==> src/rtl/life_sequencer_pkg.sv <==
// life_pkg
// Shared definitions for the Game-of-Life run/pause/step sequencer.
// Contents:
//   GRID_W        - width of the 8x8 grid bus (one bit per cell, bit = row*8+col)
//   DEFAULT_GEN_W - default generation counter width
//   DEFAULT_DIV_W - default rate divider width
//   life_state_t  - sequencer FSM state encoding (3 bits, visible on the state output)
package life_pkg;

  localparam int GRID_W        = 64;
  localparam int DEFAULT_GEN_W = 16;
  localparam int DEFAULT_DIV_W = 24;

  typedef enum logic [2:0] {
    IDLE    = 3'd0,
    LOADING = 3'd1,
    PAUSED  = 3'd2,
    RUNNING = 3'd3,
    HALTED  = 3'd4
  } life_state_t;

endpackage

==> src/rtl/life_sequencer_if.sv <==
// life_sequencer_if
// Bundles the control, datapath and status signals of the sequencer.
// Modports:
//   master - control source / datapath side: drives seed, load, run, step,
//            halt_en, rate, evo_next; observes evo_in and all status.
//   slave  - the sequencer: consumes the controls and evo_next; drives
//            evo_in, grid, generation, state, evolved, stable, extinct.
interface life_sequencer_if
  import life_pkg::*;
#(
  parameter int GEN_W = DEFAULT_GEN_W,
  parameter int DIV_W = DEFAULT_DIV_W
) ();

  logic [GRID_W-1:0] seed;
  logic              load;
  logic              run;
  logic              step;
  logic              halt_en;
  logic [DIV_W-1:0]  rate;
  logic [GRID_W-1:0] evo_in;
  logic [GRID_W-1:0] evo_next;
  logic [GRID_W-1:0] grid;
  logic [GEN_W-1:0]  generation;
  life_state_t       state;
  logic              evolved;
  logic              stable;
  logic              extinct;

  modport master (
    output seed, load, run, step, halt_en, rate, evo_next,
    input  evo_in, grid, generation, state, evolved, stable, extinct
  );

  modport slave (
    input  seed, load, run, step, halt_en, rate, evo_next,
    output evo_in, grid, generation, state, evolved, stable, extinct
  );

endinterface

==> src/rtl/life_sequencer_rate_divider.sv <==
// rate_divider
// Free-running evolve-rate counter for the sequencer.
// Ports:
//   clk, reset - clock and synchronous active-low reset
//   clear      - force the count back to zero (wins over enable)
//   enable     - count this cycle
//   rate       - tick threshold; a tick fires every rate+1 enabled cycles
//   tick       - high while enabled and count >= rate
module rate_divider #(
  parameter int DIV_W = 24
) (
  input  logic             clk,
  input  logic             reset,
  input  logic             clear,
  input  logic             enable,
  input  logic [DIV_W-1:0] rate,
  output logic             tick
);

  logic [DIV_W-1:0] count;

  // Using >= rather than == means lowering rate below the current count
  // fires on the very next enabled cycle instead of wrapping the counter.
  assign tick = enable && (count >= rate);

  always_ff @(posedge clk) begin
    if (!reset) begin
      count <= '0;
    end else if (clear) begin
      count <= '0;
    end else if (enable) begin
      if (tick) count <= '0;
      else      count <= count + 1'b1;
    end
  end

endmodule

==> src/rtl/life_sequencer.sv <==
// life_sequencer
// Run/pause/step sequencer that owns the 8x8 Game-of-Life grid register and
// schedules evolves of the external combinational datapath.
// Ports:
//   clk   - sole clock, rising edge
//   reset - synchronous active-low reset
//   bus   - life_sequencer_if.slave: seed/load/run/step/halt_en/rate controls,
//           evo_in/evo_next datapath loop, grid/generation/state/evolved/
//           stable/extinct status
module life_sequencer
  import life_pkg::*;
#(
  parameter int GEN_W = DEFAULT_GEN_W,
  parameter int DIV_W = DEFAULT_DIV_W
) (
  input logic             clk,
  input logic             reset,
  life_sequencer_if.slave bus
);

  life_state_t       state, state_next;
  logic [GRID_W-1:0] grid;
  logic [GEN_W-1:0]  generation;
  logic              evolved, stable, extinct;
  logic              step_q, step_edge;
  logic              do_evolve, halt_hit;
  logic              div_clear, div_enable, div_tick;

  assign step_edge = bus.step && !step_q;

  // A halt condition is either an all-zero result or a nonzero result
  // identical to the grid it came from.
  assign halt_hit = (bus.evo_next == '0) || (bus.evo_next == grid);

  // The divider only counts while genuinely running; dropping run holds it.
  // It is cleared on every load and on the PAUSED->RUNNING transition so the
  // first evolve lands rate+1 clocks after RUNNING is entered.
  assign div_enable = !bus.load && (state == RUNNING) && bus.run;
  assign div_clear  = bus.load || ((state == PAUSED) && !step_edge && bus.run);

  rate_divider #(.DIV_W(DIV_W)) u_div (
    .clk    (clk),
    .reset  (reset),
    .clear  (div_clear),
    .enable (div_enable),
    .rate   (bus.rate),
    .tick   (div_tick)
  );

  always_ff @(posedge clk) begin
    if (!reset) state <= IDLE;
    else        state <= state_next;
  end

  // Next-state and evolve decision. Load beats everything, then a step edge
  // (only honoured in PAUSED), then run. Any evolve that trips a halt
  // condition with halt_en set diverts to HALTED.
  always_comb begin
    state_next = state;
    do_evolve  = 1'b0;
    if (bus.load) begin
      state_next = LOADING;
    end else begin
      unique case (state)
        IDLE:    state_next = IDLE;
        LOADING: state_next = bus.run ? RUNNING : PAUSED;
        PAUSED: begin
          if (step_edge)    do_evolve  = 1'b1;
          else if (bus.run) state_next = RUNNING;
        end
        RUNNING: begin
          if (!bus.run)      state_next = PAUSED;
          else if (div_tick) do_evolve  = 1'b1;
        end
        HALTED:  state_next = HALTED;
        default: state_next = IDLE;
      endcase
      if (do_evolve && bus.halt_en && halt_hit) state_next = HALTED;
    end
  end

  // Grid, generation and flag registers. Flags are sticky between loads;
  // extinction clears stable because an empty grid is not a still life.
  always_ff @(posedge clk) begin
    if (!reset) begin
      grid       <= '0;
      generation <= '0;
      evolved    <= 1'b0;
      stable     <= 1'b0;
      extinct    <= 1'b0;
      step_q     <= 1'b0;
    end else begin
      step_q  <= bus.step;
      evolved <= do_evolve;
      if (bus.load) begin
        grid       <= bus.seed;
        generation <= '0;
        stable     <= 1'b0;
        extinct    <= 1'b0;
      end else if (do_evolve) begin
        grid <= bus.evo_next;
        if (generation != '1) generation <= generation + 1'b1;
        if (bus.evo_next == '0) begin
          extinct <= 1'b1;
          stable  <= 1'b0;
        end else if (bus.evo_next == grid) begin
          stable <= 1'b1;
        end
      end
    end
  end

  assign bus.evo_in     = grid;
  assign bus.grid       = grid;
  assign bus.generation = generation;
  assign bus.state      = state;
  assign bus.evolved    = evolved;
  assign bus.stable     = stable;
  assign bus.extinct    = extinct;

endmodule

==> src/flat_wrapper.sv <==
// flat-port wrapper written by rule: the top's interface ports become plain ports
module life_sequencer_flat import life_pkg::*;
#(
  parameter int GEN_W = DEFAULT_GEN_W,
  parameter int DIV_W = DEFAULT_DIV_W
)
  (clk, reset, bus_seed, bus_load, bus_run, bus_step, bus_halt_en, bus_rate, bus_evo_next, bus_evo_in, bus_grid, bus_generation, bus_state, bus_evolved, bus_stable, bus_extinct);
  life_sequencer_if #(.GEN_W(GEN_W), .DIV_W(DIV_W)) bus_i ();
  input logic clk;
  input logic reset;
  input wire logic [$bits(bus_i.seed)-1:0] bus_seed;
  input wire logic [$bits(bus_i.load)-1:0] bus_load;
  input wire logic [$bits(bus_i.run)-1:0] bus_run;
  input wire logic [$bits(bus_i.step)-1:0] bus_step;
  input wire logic [$bits(bus_i.halt_en)-1:0] bus_halt_en;
  input wire logic [$bits(bus_i.rate)-1:0] bus_rate;
  input wire logic [$bits(bus_i.evo_next)-1:0] bus_evo_next;
  output wire logic [$bits(bus_i.evo_in)-1:0] bus_evo_in;
  output wire logic [$bits(bus_i.grid)-1:0] bus_grid;
  output wire logic [$bits(bus_i.generation)-1:0] bus_generation;
  output wire logic [$bits(bus_i.state)-1:0] bus_state;
  output wire logic [$bits(bus_i.evolved)-1:0] bus_evolved;
  output wire logic [$bits(bus_i.stable)-1:0] bus_stable;
  output wire logic [$bits(bus_i.extinct)-1:0] bus_extinct;
  assign bus_i.seed = bus_seed;
  assign bus_i.load = bus_load;
  assign bus_i.run = bus_run;
  assign bus_i.step = bus_step;
  assign bus_i.halt_en = bus_halt_en;
  assign bus_i.rate = bus_rate;
  assign bus_i.evo_next = bus_evo_next;
  assign bus_evo_in = bus_i.evo_in;
  assign bus_grid = bus_i.grid;
  assign bus_generation = bus_i.generation;
  assign bus_state = bus_i.state;
  assign bus_evolved = bus_i.evolved;
  assign bus_stable = bus_i.stable;
  assign bus_extinct = bus_i.extinct;
  life_sequencer #(.GEN_W(GEN_W), .DIV_W(DIV_W)) u_core (.clk(clk), .reset(reset), .bus(bus_i));
endmodule
==> config.mk <==
export PLATFORM = sky130hd
export DESIGN_NAME = life_sequencer_flat
export DESIGN_NICKNAME = d
export VERILOG_FILES = /design/src/rtl/life_sequencer_pkg.sv /design/src/rtl/life_sequencer_if.sv /design/src/rtl/life_sequencer_rate_divider.sv /design/src/rtl/life_sequencer.sv /design/src/flat_wrapper.sv
export SDC_FILE = /design/constraint.sdc
export NUM_CORES = 1
export LEC_CHECK = 0
export BUFFER_PORTS_ARGS = -buffer_cell sky130_fd_sc_hd__buf_2
export CORE_MARGIN = 8
export CORE_UTILIZATION = 25
export CTS_CLUSTER_DIAMETER = 150
export DETAILED_ROUTE_END_ITERATION = 8
export GPL_TIMING_DRIVEN = 0
export PLACE_DENSITY = 0.59
export SLEW_MARGIN = 30
export SYNTH_ARGS = -nofsm -noshare
export SYNTH_HDL_FRONTEND = slang
export SYNTH_SLANG_ARGS = --single-unit
==> constraint.sdc <==
create_clock -name clk -period 3.7 [get_ports clk]
set_clock_uncertainty 0.2 [all_clocks]
set_input_delay 0.185 -clock clk [delete_from_list [all_inputs] [get_ports clk]]
set_output_delay 0.185 -clock clk [all_outputs]
set_load 0.02 [all_outputs]
# After elaboration in Yosys (flattened, before gate mapping)
# Cells that the tools add are included.
dict set report classes {
  n_lt_le_gt_ge 1
  n_bitwise 1
  n_addsub 2
  n_eq_ne 15
  n_reduce_logical 25
  n_mux 18
}
# operator n
set op_table {}
lappend op_table {{64-bit 2-to-1 mux} 2}
lappend op_table {{64-bit == test} 1}
lappend op_table {{64-bit zero test} 1}
lappend op_table {{24-bit by 1-bit adder with 24-bit output (second input constant)} 1}
lappend op_table {{24-bit greater-or-equal comparator} 1}
lappend op_table {{24-bit 2-to-1 mux} 1}
lappend op_table {{16-bit by 1-bit adder with 16-bit output (second input constant)} 1}
lappend op_table {{16-bit != test (second input constant)} 1}
lappend op_table {{3-bit 2-to-1 mux} 4}
lappend op_table {{4-bit != test (second input constant)} 3}
lappend op_table {{3-bit case mux with 4 select lines} 1}
lappend op_table {{1-bit 2-to-1 mux} 9}
lappend op_table {{3-bit != test (second input constant)} 3}
lappend op_table {{3-bit AND reduction} 3}
lappend op_table {{1-bit logical AND} 8}
lappend op_table {{3-bit by 2-bit == test with 1-bit output (second input constant)} 2}
lappend op_table {{2-bit != test (second input constant)} 3}
lappend op_table {{2-bit AND reduction} 3}
lappend op_table {{2-bit nonzero test} 2}
lappend op_table {{2-bit OR reduction} 2}
lappend op_table {{3-bit by 1-bit == test with 1-bit output (second input constant)} 1}
lappend op_table {{3-bit == test (second input constant)} 1}
lappend op_table {{1-bit zero test} 3}
lappend op_table {{3-bit OR reduction} 1}
lappend op_table {{3 further kinds} 4}
dict set report word_totals {
  register_bits 111
  output_inout_bits 150
  elab_cells 72
}

# Longest topological paths before layout
dict set report logic_depth {
  ltp_word 12
  ltp_mapped 11
}

# By module
# From an unflattened synthesis, not the netlist that was laid out.
dict set report hier_totals {
  hier_cells 785
  hier_area_um2 7289.5
}
# module area_per_inst_um2 cells_each instances seq_area_each_um2
set by_module_without_submodules {}
lappend by_module_without_submodules {life_sequencer 5446.5 577 1 1741.7}
lappend by_module_without_submodules {rate_divider 1843.0 208 1 480.5}

# Worst setup path after synthesis
# Ideal clock, no wire load.
dict set report synth_path {
  kind {register -> register}
  start {register u_core.u_div.count[0]}
  end {register u_core.generation[14], in the netlist u_core.bus.generation[14]}
  arrival_ns 2.060
  stages_incl_launch_ff 11
  slack_ns 1.321
  path_cell_list {dfxtp_1 > inv_1 > ha_1 > nand2b_4 > a211oi_2 > o221ai_1 > a211o_1 > o21ai_4 > buf_6 > nor2_1 > o221a_2}
}
dict set report synth_between {
  elab_chain_cells 8
}
# item line
set synth_rtl {}
lappend synth_rtl {{start, declared} life_sequencer_rate_divider.sv:20} ;# logic [DIV_W-1:0] count;
lappend synth_rtl {{start signal, assigned} life_sequencer_rate_divider.sv:33} ;# else count <= count + 1'b1;
lappend synth_rtl {{24-bit greater-or-equal comparator} life_sequencer_rate_divider.sv:24} ;# assign tick = enable && (count >= rate);
lappend synth_rtl {{1-bit logical AND} life_sequencer_rate_divider.sv:24}
lappend synth_rtl {{1-bit 2-to-1 mux} life_sequencer.sv:73} ;# else if (div_tick) do_evolve = 1'b1;
lappend synth_rtl {{1-bit 2-to-1 mux} life_sequencer.sv:72} ;# if (!bus.run) state_next = PAUSED;
lappend synth_rtl {{1-bit case mux with 2 select lines} life_sequencer.sv:64} ;# unique case (state)
lappend synth_rtl {{1-bit 2-to-1 mux (2 in a row)} life_sequencer.sv:61} ;# if (bus.load) begin
lappend synth_rtl {{2-bit AND reduction (no source line)} n/a}
lappend synth_rtl {{end signal, assigned} life_sequencer.sv:102} ;# if (generation != '1) generation <= generation + 1'b1;
lappend synth_rtl {{end, declared} life_sequencer.sv:23} ;# logic [GEN_W-1:0] generation;
# Every way passes these cells. The select of a mux whose other input is x is not followed.
# A chain may end at the register's enable or synchronous reset.

# Worst setup path after layout
dict set report layout_path {
  start {register u_core.u_div.count[0]}
  end {register u_core.grid[40], in the netlist u_core.bus.evo_in[40]}
}
dict set report layout_between {
  elab_chain_cells 8
}
# item line
set layout_rtl {}
lappend layout_rtl {{24-bit greater-or-equal comparator} life_sequencer_rate_divider.sv:24}
lappend layout_rtl {{1-bit logical AND} life_sequencer_rate_divider.sv:24}
lappend layout_rtl {{1-bit 2-to-1 mux} life_sequencer.sv:73}
lappend layout_rtl {{1-bit 2-to-1 mux} life_sequencer.sv:72}
lappend layout_rtl {{1-bit case mux with 2 select lines} life_sequencer.sv:64}
lappend layout_rtl {{1-bit 2-to-1 mux (2 in a row)} life_sequencer.sv:61}
lappend layout_rtl {{2-bit nonzero test (no source line)} n/a}
lappend layout_rtl {{end signal, assigned} life_sequencer.sv:96} ;# grid <= bus.seed;
lappend layout_rtl {{end signal, assigned} life_sequencer.sv:101} ;# grid <= bus.evo_next;
lappend layout_rtl {{end, declared} life_sequencer.sv:22} ;# logic [GRID_W-1:0] grid;
# Every way passes these cells. The select of a mux whose other input is x is not followed.

==> flow_summary.ini <==
[setup_path]
r2r_end = u_core.bus.evo_in[40]$_SDFFE_PN0P_
timing.rr.start = u_core.u_div.count[0]$_SDFFE_PP0P_
arrival_ns = 3.43
rrSetupSlack_ns = 0.38
max_stage_delay_ns = 0.57
r2r_cells = 12
path_class = flop to flop
path_cells = inv_1, ha_1, nand2b_4, a211oi_2, o221ai_1, a21o_1, o21ai_2, buf_2, buf_4, nand4_1, o211ai_1, dlygate4sd3_1
cp_num_buf_inv = 4
cpLargestDelayFamily = buffers and inverters
slowest_stage = dlygate4sd3_1
required_ns = 3.81
end_kind = flop
path_max_fanout = 10
cp-start-kind = flop

[floorplanning]
die_x_um = 184
start_util_pct = 25.4
core_um2 = 27700
rows = 61
chipHeight_um = 184
ios = 308
die-area_um2 = 33700

[synthesis]
synthArstFlopShare_pct = 0
synth_top_cell_by_area = dfxtp_1
syn_inst = 875
yosys_register_bits = 111
yosys-top-cells-area = dfxtp_1 (32%), xor2_1 (10%), buf_4 (7.6%), nand4_1 (7.3%), nand2_1 (7.3%)
synth-edff-count = 0
yosysSeqAreaShare_pct = 31.6
avgSynthCellArea_um2 = 8.04
yosysMostFrequentCell = nand2_1
synth.top_cell.area_share_pct = 31.6
synth_common_cells = nand2_1 (136), dfxtp_1 (111), nand4_1 (82)
syn_nets = 1059
netlist_area_um2 = 7030
synth_ff_type = dfxtp_1
yosys_warnings = 0
synth_cell_type_count = 50

[timing]
clock.fmax_mhz = 301
slew-limit-headroom_pct = 39.6
setup_viol = 0
fin_crit_sh_pct = 89.8
worstMarginPinSlew_ns = 0.899
layout_min_cycle_time_ns = 3.32
slew_viol_final = 0
finalHoldViolCount = 0
final.setup.worst_slack_ns = 0.379
rsz0062_at_grt = false
fin_setup_tns_ns = 0

[cts]
clock_path_buffers = 2
cts_tree = done
root_buffer = clkbuf_16
cts-resized-gates = 0
clock_sinks = 111
cts_buffers = 9
htreeDepth = 3
clk_latency_ns = 0.37
clkTransAtPathRegs_ns = 0.09

[finish]
finalNonFillerCells = 1702
drive_gt1_share_pct = 32.0
area_growth_pct = 50.4
utilization_pct = 38.2
nNetsFinal = 1501

[drt]
routedWlPerCell_um = 19.5
vias = 8263
ant_nets = 0
drt-initial-drc-count = 496
drt_first_pass_iters = 4
routed_via_density = 4.85
routed_wl_um = 33200
drcViolationCount = 0

[placed_design]
gp_congestion = 0.871
dp.cells = 1559
place_worst_setup_slack_ns = 0.793
portBuffers = 306
dp_hpwl_um = 25800

[pwr]
peakVddDrop_uv = 209
p_leak_nw = 4.96
power.density_nw_per_um2 = 291

[outcome]
status = complete, no violations

[global_routing]
grt_overflow_total = 0
grt_pass1_vias = 8512
grt_pass1_wl_um = 49000
grt_util_all_layers_pct = 18.7
antenna_found_initial = 5
grt_max_degree = 19

[min_path]
hold_start = bus_seed[13]
hold_end = u_core.bus.evo_in[13]$_SDFFE_PN0P_
hp-class = primary input to flop
whs_path_depth = 3

[job]
cap_violations = 0
-- per-stage QoR --
stage	hold WS, ns	total power [mW]	instance area, µm²
after detailed placement	0.201	1.99	9040
after global routing	0.0279	3.20	10600
final	0.0311	3.08	10600
after global placement	0.198	1.98	9040
after CTS	0.00187	3.10	10600
after floorplan	0.111	1.66	7030
-- layout make-up --
type | instances | area (µm²)
clock buffers | 10 | 239
well taps | 378 | 473
plain buffers | 117 | 772
clock inverters | 6 | 45.0
flip-flops and latches | 111 | 2220
inverters | 30 | 113
diodes | 2 | 5.00
fillers | 2897 | 17100
multi-input cells | 617 | 3930
repair buffers | 431 | 2780
-- sequential cells by signal, summed over array words and instances (netlist names) --
name,cells
u_core.u_div.count,24
u_core.bus.state,3
u_core.bus.generation,16
u_core.bus.stable,1
u_core.step_q,1
u_core.bus.evolved,1
u_core.bus.extinct,1
u_core.bus.evo_in,64
-- how the worst max path moves through the flow --
stage	startpoint	to	cells after the start	slack, ns
5_1_grt	u_core.u_div.count[11]$_SDFFE_PP0P_	u_core.bus.evo_in[60]$_SDFFE_PN0P_	11	0.12
4_1_cts	u_core.u_div.count[0]$_SDFFE_PP0P_	u_core.bus.evo_in[62]$_SDFFE_PN0P_	12	0.36
3_3_place_gp	u_core.bus.evo_in[59]$_SDFFE_PN0P_	u_core.bus.state[2]$_SDFFE_PP0P_	7	0.83
2_1_floorplan	u_core.u_div.count[0]$_SDFFE_PP0P_	u_core.bus.generation[14]$_SDFFE_PP0P_	10	1.32
6_report	u_core.u_div.count[0]$_SDFFE_PP0P_	u_core.bus.evo_in[40]$_SDFFE_PN0P_	12	0.38
3_5_place_dp	u_core.bus.evo_in[59]$_SDFFE_PN0P_	u_core.bus.state[2]$_SDFFE_PP0P_	7	0.79
-- metal layers --
layer  global-route usage, %  part of all wire, %  vias to the layer above  routed length [µm]
li1                        -                    -                     3955                   -
met1                    24.1                   44                     3974               14700
met2                    31.2                   46                      281               15400
met3                    4.19                  7.1                       47                2350
met4                    5.00                  2.0                        6                 681
met5                       0                 0.11                        -                  35
-- layout by cell type, fill, tap and decap left out, drive strengths merged, types with 2 or more instances in the layout --
cell         netlist  layout
ha                26      26
a21oi             24      24
or3                9       9
xnor2              6       6
buf               84     390
o21ai             21      21
nor2              47      47
dfxtp            111     111
o211ai            60      60
a21o               4       4
and3              10      10
xor2              81      81
nand2            136     136
clkbuf            33      43
and2               5       5
diode              0       2
or4                4       4
nand3             18      18
nor3               7       7
nand4             83      83
a211oi            14      14
clkinv             0       5
nor2b              2       2
inv               30      31
nor4              35      35
o31ai              6       6
dlygate4sd3        0     125
nand2b             7       7
-- worst reg2reg max path: stages, from the launching register on --
cell and delay, ns:
dfxtp_1 0.40, inv_1 0.08, ha_1 0.28, nand2b_4 0.14, a211oi_2 0.19, o221ai_1 0.17, a21o_1 0.21, o21ai_2 0.19
buf_2 0.33, buf_4 0.24, nand4_1 0.13, o211ai_1 0.14, dlygate4sd3_1 0.57
-- cells by family after synthesis --
family | count (synthesis) | share of synthesized area [%]
AND/OR/NAND/NOR | 367 | 26.4
buffers and inverters | 147 | 12.6
AO/OA/AOI/OAI | 137 | 13.9
flip-flops | 111 | 31.6
XOR/XNOR | 87 | 10.8
adder cells (fa/ha/maj) | 26 | 4.63
-- repair_timing --
item	4_1_cts	5_1_grt
hold endpoints to repair	66	0
hold buffers	125	0
buffers inserted	0	0
-- power by group --
part	leakage, nW	internal (mW)	switching [mW]
Combinational	3.91	0.349	0.419
Clock	0.143	0.482	0.522
Sequential	0.908	1.24	0.0689
Note: power is estimated with default switching activity, not from simulation.
